## src/rtl/lc3_mem_ctrl_if.sv

```systemverilog
// lc3_mem_ctrl_if: req/ack memory port between the LC-3 memory sequencer
// (master) and the memory model or array (slave). The request fields stay
// stable while mem_req is high. mem_ack is a single-cycle completion pulse,
// and mem_rdata is valid in the same cycle as mem_ack.
interface lc3_mem_ctrl_if #(
  parameter int AW = 16,
  parameter int DW = 16
);
  logic          mem_req;
  logic          mem_we;
  logic [AW-1:0] mem_addr;
  logic [DW-1:0] mem_wdata;
  logic [DW-1:0] mem_rdata;
  logic          mem_ack;

  modport master (
    output mem_req,
    output mem_we,
    output mem_addr,
    output mem_wdata,
    input  mem_rdata,
    input  mem_ack
  );

  modport slave (
    input  mem_req,
    input  mem_we,
    input  mem_addr,
    input  mem_wdata,
    output mem_rdata,
    output mem_ack
  );
endinterface

```

## src/rtl/lc3_mem_ctrl.sv

```systemverilog
// lc3_mem_ctrl: turns the control unit's held memRd/memWr into exactly one
// req/ack memory transaction. It returns read data to the MDR mux and gives a
// one-cycle R pulse when the access is done.
//
// Optional feature (compile-time macro LC3_MEM_TIMEOUT_EN):
//   A REQ-phase watchdog. After TIMEOUT_CYC cycles with no mem_ack, the access
//   is aborted. R and memErr then pulse together and rdData is cleared.
//   Without the macro, REQ waits indefinitely and memErr only flags rd/wr
//   conflicts.
//
// state | meaning
// IDLE  | waiting for memRd xor memWr; a simultaneous rd+wr is rejected here
// REQ   | mem_req high with latched addr/we/wdata, waiting for mem_ack
// DONE  | R pulse (plus memErr on timeout); always returns to IDLE
module lc3_mem_ctrl #(
  parameter int AW = 16,
  parameter int DW = 16
`ifdef LC3_MEM_TIMEOUT_EN
  ,
  parameter int TIMEOUT_CYC = 64
`endif
) (
  input  logic          clk,
  input  logic          rst,
  input  logic          memRd,
  input  logic          memWr,
  input  logic [AW-1:0] MAR,
  input  logic [DW-1:0] MDR,
  output logic [DW-1:0] rdData,
  output logic          R,
  output logic          memErr,
  lc3_mem_ctrl_if.master mem
);

  typedef enum logic [1:0] {
    IDLE = 2'd0,
    REQ  = 2'd1,
    DONE = 2'd2
  } state_t;

  state_t state_q, state_d;

  logic [AW-1:0] addr_q;
  logic [DW-1:0] wdata_q;
  logic          we_q;
  logic [DW-1:0] rd_q;
  logic          conf_err_q;

  // Decoded events for the current cycle, produced by the next-state logic.
  logic accept;
  logic conflict;
  logic complete;
  logic to_hit;

`ifdef LC3_MEM_TIMEOUT_EN
  localparam int CW = $clog2(TIMEOUT_CYC + 1);
  logic [CW-1:0] cnt_q;
  logic          to_err_q;
`endif

  // State register.
  always_ff @(posedge clk) begin
    if (rst) begin
      state_q <= IDLE;
    end else begin
      state_q <= state_d;
    end
  end

  // Next-state decode and per-cycle event strobes.
  always_comb begin
    state_d  = state_q;
    accept   = 1'b0;
    conflict = 1'b0;
    complete = 1'b0;
    to_hit   = 1'b0;
    case (state_q)
      IDLE: begin
        if (memRd ^ memWr) begin
          accept  = 1'b1;
          state_d = REQ;
        end else if (memRd & memWr) begin
          // Rejected without touching memory; stay put.
          conflict = 1'b1;
        end
      end
      REQ: begin
        // An ack in the same cycle as the terminal count still wins:
        // a real completion is never reported as an error.
        if (mem.mem_ack) begin
          complete = 1'b1;
          state_d  = DONE;
        end
`ifdef LC3_MEM_TIMEOUT_EN
        else if (cnt_q == CW'(TIMEOUT_CYC - 1)) begin
          to_hit  = 1'b1;
          state_d = DONE;
        end
`endif
      end
      DONE: begin
        state_d = IDLE;
      end
      default: begin
        state_d = IDLE;
      end
    endcase
  end

  // Request capture at acceptance; memRd/memWr/MAR/MDR are ignored after that.
  always_ff @(posedge clk) begin
    if (rst) begin
      addr_q  <= '0;
      wdata_q <= '0;
      we_q    <= 1'b0;
    end else if (accept) begin
      addr_q  <= MAR;
      wdata_q <= MDR;
      we_q    <= memWr;
    end
  end

  // Read-data register: only a completed read or an abort changes it.
  always_ff @(posedge clk) begin
    if (rst) begin
      rd_q <= '0;
    end else if (complete && !we_q) begin
      rd_q <= mem.mem_rdata;
    end else if (to_hit) begin
      rd_q <= '0;
    end
  end

  // Conflict error is a one-cycle pulse in the cycle after the rejection.
  always_ff @(posedge clk) begin
    if (rst) begin
      conf_err_q <= 1'b0;
    end else begin
      conf_err_q <= conflict;
    end
  end

`ifdef LC3_MEM_TIMEOUT_EN
  // Watchdog: clears as the request is accepted and counts REQ cycles without ack.
  always_ff @(posedge clk) begin
    if (rst || accept) begin
      cnt_q <= '0;
    end else if (state_q == REQ && !mem.mem_ack && !to_hit) begin
      cnt_q <= cnt_q + CW'(1);
    end
  end

  // Timeout flag lines up with the DONE cycle so that memErr coincides with R.
  always_ff @(posedge clk) begin
    if (rst) begin
      to_err_q <= 1'b0;
    end else begin
      to_err_q <= to_hit;
    end
  end

  assign memErr = conf_err_q | to_err_q;
`else
  assign memErr = conf_err_q;
`endif

  assign R             = (state_q == DONE);
  assign rdData        = rd_q;
  assign mem.mem_req   = (state_q == REQ);
  assign mem.mem_we    = we_q;
  assign mem.mem_addr  = addr_q;
  assign mem.mem_wdata = wdata_q;

endmodule

```

## src/flat_wrapper.sv

```systemverilog
// flat-port wrapper written by rule: the top's interface ports become plain ports
module lc3_mem_ctrl_flat 
#(
  parameter int AW = 16,
  parameter int DW = 16

)
  (clk, rst, memRd, memWr, MAR, MDR, rdData, R, memErr, mem_mem_req, mem_mem_we, mem_mem_addr, mem_mem_wdata, mem_mem_rdata, mem_mem_ack);
  lc3_mem_ctrl_if #(.AW(AW), .DW(DW)) mem_i ();
  input  logic clk;
  input  logic rst;
  input  logic memRd;
  input  logic memWr;
  input  logic [AW-1:0] MAR;
  input  logic [DW-1:0] MDR;
  output logic [DW-1:0] rdData;
  output logic R;
  output logic memErr;
  output wire logic [$bits(mem_i.mem_req)-1:0] mem_mem_req;
  output wire logic [$bits(mem_i.mem_we)-1:0] mem_mem_we;
  output wire logic [$bits(mem_i.mem_addr)-1:0] mem_mem_addr;
  output wire logic [$bits(mem_i.mem_wdata)-1:0] mem_mem_wdata;
  input wire logic [$bits(mem_i.mem_rdata)-1:0] mem_mem_rdata;
  input wire logic [$bits(mem_i.mem_ack)-1:0] mem_mem_ack;
  assign mem_mem_req = mem_i.mem_req;
  assign mem_mem_we = mem_i.mem_we;
  assign mem_mem_addr = mem_i.mem_addr;
  assign mem_mem_wdata = mem_i.mem_wdata;
  assign mem_i.mem_rdata = mem_mem_rdata;
  assign mem_i.mem_ack = mem_mem_ack;
  lc3_mem_ctrl #(.AW(AW), .DW(DW)) u_core (.clk(clk), .rst(rst), .memRd(memRd), .memWr(memWr), .MAR(MAR), .MDR(MDR), .rdData(rdData), .R(R), .memErr(memErr), .mem(mem_i));
endmodule
```

## config.mk

```make
export PLATFORM = sky130hd
export DESIGN_NAME = lc3_mem_ctrl_flat
export DESIGN_NICKNAME = d
export VERILOG_FILES = /design/src/rtl/lc3_mem_ctrl_if.sv /design/src/rtl/lc3_mem_ctrl.sv /design/src/flat_wrapper.sv
export SDC_FILE = /design/constraint.sdc
export NUM_CORES = 1
export LEC_CHECK = 0
export CORE_MARGIN = 1.5
export CORE_UTILIZATION = 42
export CTS_CLUSTER_DIAMETER = 40
export DETAILED_ROUTE_END_ITERATION = 16
export PLACE_DENSITY = 0.81
export SYNTH_ARGS = -nofsm -noshare
export SYNTH_HDL_FRONTEND = slang
export SYNTH_SLANG_ARGS = --single-unit
```

## constraint.sdc

```tcl
create_clock -name clk -period 1.7 [get_ports clk]
set_input_delay 0.34 -clock clk [delete_from_list [all_inputs] [get_ports clk]]
set_output_delay 0.34 -clock clk [all_outputs]
set_load 0.01 [all_outputs]
```

== After elaboration in Yosys (flattened, before gate mapping) ==
Index checks and enable logic that the tools add are counted.
Widths: inputs -> output; s select.

* Add/sub/neg operators: 0
* $lt $le $gt $ge: 0
* $mul: 0
* Equality and inequality tests: 4
* Mux-type cells: 8
* Reductions and logical operators: 5
* Div/mod/pow operators: 0
* Shifts and indexed selects: 0
* Bitwise gates (word level): 3

{| class="wikitable"
|+ Operators with widths
! kind !! number
|-
| $mux 1 || 5
|-
| $mux 2 || 2
|-
| $ne 2x1->1 const B || 2
|-
| $pmux 2 s2 || 1
|-
| $reduce_or 3->1 || 1
|-
| $eq 2x1->1 const B || 1
|-
| $eq 2x2->1 const B || 1
|-
| $logic_not 2->1 || 1
|-
| $reduce_and 2->1 || 1
|-
| $and 1x1->1 || 1
|-
| $logic_and 1x1->1 || 1
|-
| $logic_not 1->1 || 1
|-
| $not 1->1 || 1
|-
| $xor 1x1->1 || 1
|}

* Bits in read-only memories: 0
* Word-level logic and storage cells: 26
* Output and inout port bits: 52
* Latch bits: 0
* Memories: 0
* RAM bits: 0
* Bits in registers: 52
* Bits of input ports: 53

== Longest topological paths before layout ==
Gate-level depths: netlist (run 1).

* Depth in word-level cells: 3
* Gate-level depth with buffers: 5
* Depth with buffers taken out: 3

== Least setup slack after synthesis (run 1) ==
No wires, ideal clock.

* Kind: input -> register
* Start point: in memRd
* End point: reg u_core.addr_q[0] (netlist: u_core.mem.mem_addr[0])
* Library setup time: 72 ps
* Buffers on the path: 2
* Arrival time: 1284 ps
* Data required time: 1628 ps
* Path slack: 345 ps
* Stages on the path: 5
* Path through: ha_1 nor3b_1 buf_4 buf_6 mux2i_1

* Word-level cells in the longest chain between the ends: 3

{| class="wikitable"
|+ RTL lines
! what !! RTL line !! source
|-
| start: declaration || flat_wrapper.sv:12 || <nowiki>input logic memRd;</nowiki>
|-
| $xor 1x1->1 || lc3_mem_ctrl.sv:79 || <nowiki>if (memRd ^ memWr) begin</nowiki>
|-
| $mux 1 || lc3_mem_ctrl.sv:79 ||
|-
| $mux 1 || lc3_mem_ctrl.sv:77 || <nowiki>case (state_q)</nowiki>
|-
| end signal: assignment || lc3_mem_ctrl.sv:113 || <nowiki>addr_q <= '0;</nowiki>
|-
| end signal: assignment || lc3_mem_ctrl.sv:117 || <nowiki>addr_q <= MAR;</nowiki>
|-
| end: declaration || lc3_mem_ctrl.sv:43 || <nowiki>logic [AW-1:0] addr_q;</nowiki>
|}

Every way passes these cells.
A chain may end at the register's enable or synchronous reset.

== Worst setup path after layout (run 1) ==
* Start point: in memWr
* End point: reg u_core.addr_q[5] (netlist: u_core.mem.mem_addr[5])

* Word-level cells in the longest chain between the ends: 3

{| class="wikitable"
|+ RTL lines
! what !! RTL line !! source
|-
| start: declaration || flat_wrapper.sv:13 || <nowiki>input logic memWr;</nowiki>
|-
| $xor 1x1->1 || lc3_mem_ctrl.sv:79 ||
|-
| $mux 1 || lc3_mem_ctrl.sv:79 ||
|-
| $mux 1 || lc3_mem_ctrl.sv:77 ||
|}

Every way passes these cells.

==> out/metrics.cfg, run 1 <==
[outcome]
outcome=complete, no violations

[floorplanning]
core-area_sq_um=5439
start_util_pct=43.11
row_count=27
pin_count=105
die_w_um=77.72
dieHeight_um=77.72
dieArea_sq_um=6040

[layout]
final_cell_mix=101 x clkdlybuf4s50_1, 98 x nand2b_1, 50 x dfxtp_1, 49 x mux2i_1, 5 x clkbuf_8
drive_above_1_share_pct=5.505
area_growth_pct=51.44
diodes=0
multi_input_area_sq_um=1200
seq_area_sq_um=1044
utilization_pct=65.29
final_nets=381
layout_commonest_cell=clkdlybuf4s50_1
fill_cells=459

[global_route]
grt_max_degree=102
grt_use_met2_pct=26.87
grt_pass1_wl_um=7859
gr-max-usage-layer=met2
track_usage_pct=16.19
first_global_vias=1834
overflow=0
grtUsageMet1_pct=18.16
antenna_found_initial=0
grt_use_met3_pct=8.353

[drt]
route.detailed.drc=0
vias_per_cell=4.604
drtAntennaViolNets=0
wl_per_cell_um=12.95
routed_wl_um=5167
drtPass1Iterations=4
drt_iter0_markers=76
vias=1837

[critical_path]
crit_type=in2reg
crit_fanout=17
crit_path_max_incr_delay_ns=0.43
crit_required_ns=1.93
cp-end-kind=flip-flop
cp_data_arrival_time_ns=1.88
cp_slowest_cell=clkdlybuf4s50_1
cp_cell_sequence=clkdlybuf4s50_1, ha_1, nor3b_4, buf_4, buf_8, mux2i_1
cp-start-kind=primary input

[synthesis]
ys_warn_count=0
ys_types=17
synth_fp_nets=280
syn_inst=226
synth_seq_cells=52
ys.flop_type=dfxtp_1
syn_avg_cell_area_sq_um=10.37
syn-cell-area_sq_um=2345
synth_edf_count=0
async_flop_share_pct=0
synth-seq-area-share_pct=44.40

[timing]
drv_slew=0
setup_violations=0
finalHoldViolations=0
final.setup.tns_ns=0
fmax_mhz=604.5
skew_ns=0.004471
worst_slew_pin_slew_ns=0.2798
min_period_over_period_pct=97.31
fin_crit_ns=1.654
slew_headroom_pct=81.35

[power_and_ir_drop]
power.density_nw_per_um2=771.0
ir_worst_vdd_mv=0.4432
p_leak_nw=1.346

[clock_tree]
cts_root_buffer=clkbuf_8
cts_tree=done
cts_buffers=5
cts_sinks=52
path_clk_slew_ns=0.09
h-tree-depth=2
clock_path_buffers=2
clock_latency_ns=0.30
ctsHoldBuffers=0

[place]
gp_congestion=0.7077
portBuffers=104
dp_hpwl_um=3415

[flow_run]
cap_violations=0

[min_path]
min_path_type=reg2reg

## what timing repair did
| action | in CTS | in global routing |
|---|---|---|
| setup buffers | 0 | 1 |
| resized for setup | 4 | 3 |
| endpoints found under the setup margin | 2 | 9 |
| cloned | 0 | 2 |
## cells by family after synthesis
group	count (synthesis)	share of synthesized area (%)
flip-flops	52	44.40
multiplexers	49	20.92
AND/OR/NAND/NOR	106	28.82
AO/OA/AOI/OAI	1	0.4269
buffers and inverters	17	4.909
adder cells (fa/ha/maj)	1	0.5335
## path summary, 6_finish.rpt
| kind | startpoint | to | slack (ns) | cells after the start |
|---|---|---|---|---|
| max | memWr | u_core.mem.mem_addr[5] | 0.05 | 6 |
| min | u_core.mem.mem_addr[1] | u_core.mem.mem_addr[1] | 0.47 | 2 |
| max reg2reg | u_core.state_q[1] | u_core.mem.mem_addr[5] | 0.45 | 4 |
| min reg2reg | u_core.mem.mem_addr[1] | u_core.mem.mem_addr[1] | 0.47 | 2 |
## routing by layer
metal  up-vias  wire, um
li1        926         -
met3         5       496
met1       840      2292
met2        66      2329
met4         0        48
met5         -         0
## metrics by stage
stage	setup slack [ns]	cells	power (W)	hold slack (ns)	area [sq um]
2_1_floorplan	0.3445	226	0.001722	0.4926	2345
3_3_place_gp	-0.1589	389	0.002055	0.4570	3428
3_5_place_dp	-0.2325	389	0.002068	0.4651	3428
4_1_cts	0.08615	396	0.002739	0.4800	3506
5_1_grt	-0.01530	399	0.002863	0.5051	3551
6_report	0.04576	399	0.002738	0.4745	3551
## power breakdown
part           total (W)  leakage, nW  switching, W  internal, W
clock network   0.000666       0.0410      0.000385     0.000281
logic           0.000702        0.878      0.000258     0.000443
registers        0.00137        0.427     0.0000564      0.00131
## area by class of cell
| cell class | count | share of cell area, % |
|---|---|---|
| clock buffer | 6 | 2.044 |
| multi-input combinational | 157 | 33.79 |
| sequential | 52 | 29.39 |
| clock inverter | 1 | 0.1409 |
| timing repair buffer | 111 | 32.10 |
| tap | 72 | 2.537 |
## cell usage after synthesis, types with 2 or more instances
cell      instances  area (sq um)
mux2i_1          49         490.5
nand2b_1         98         613.1
buf_6             4         45.04
dfxtp_1          52          1041
nor3b_1           2         15.01
clkbuf_1         10         37.54
## registers in the layout, summed over array words and instances, names as in the netlist
signal                flops
u_core.mem.mem_wdata     16
u_core.rdData            16
u_core.state_q            2
u_core.mem.mem_we         1
u_core.mem.mem_addr      16
u_core.memErr             1
## worst max-delay path, delay by kind of cell
kind / cells / cell delay, ns
AND/OR/NAND/NOR: 1 / 0.18
buffers and inverters: 3 / 0.83
adder cells (fa/ha/maj): 1 / 0.31
multiplexers: 1 / 0.21
Power figures use the tool's default switching activity.
==> run 2: changes to the inputs <==
--- a/config.mk
+++ b/config.mk
@@ -5,6 +5,7 @@
 export SDC_FILE = /design/constraint.sdc
 export NUM_CORES = 1
 export LEC_CHECK = 0
+export CAP_MARGIN = 20
 export CORE_MARGIN = 1.5
 export CORE_UTILIZATION = 42
 export CTS_CLUSTER_DIAMETER = 40
@@ -13,3 +14,4 @@
 export SYNTH_ARGS = -nofsm -noshare
 export SYNTH_HDL_FRONTEND = slang
 export SYNTH_SLANG_ARGS = --single-unit
+export TNS_END_PERCENT = 1
==> results of run 2 <==
No change in the layout: final DEF, timing and power equal those of run 1.
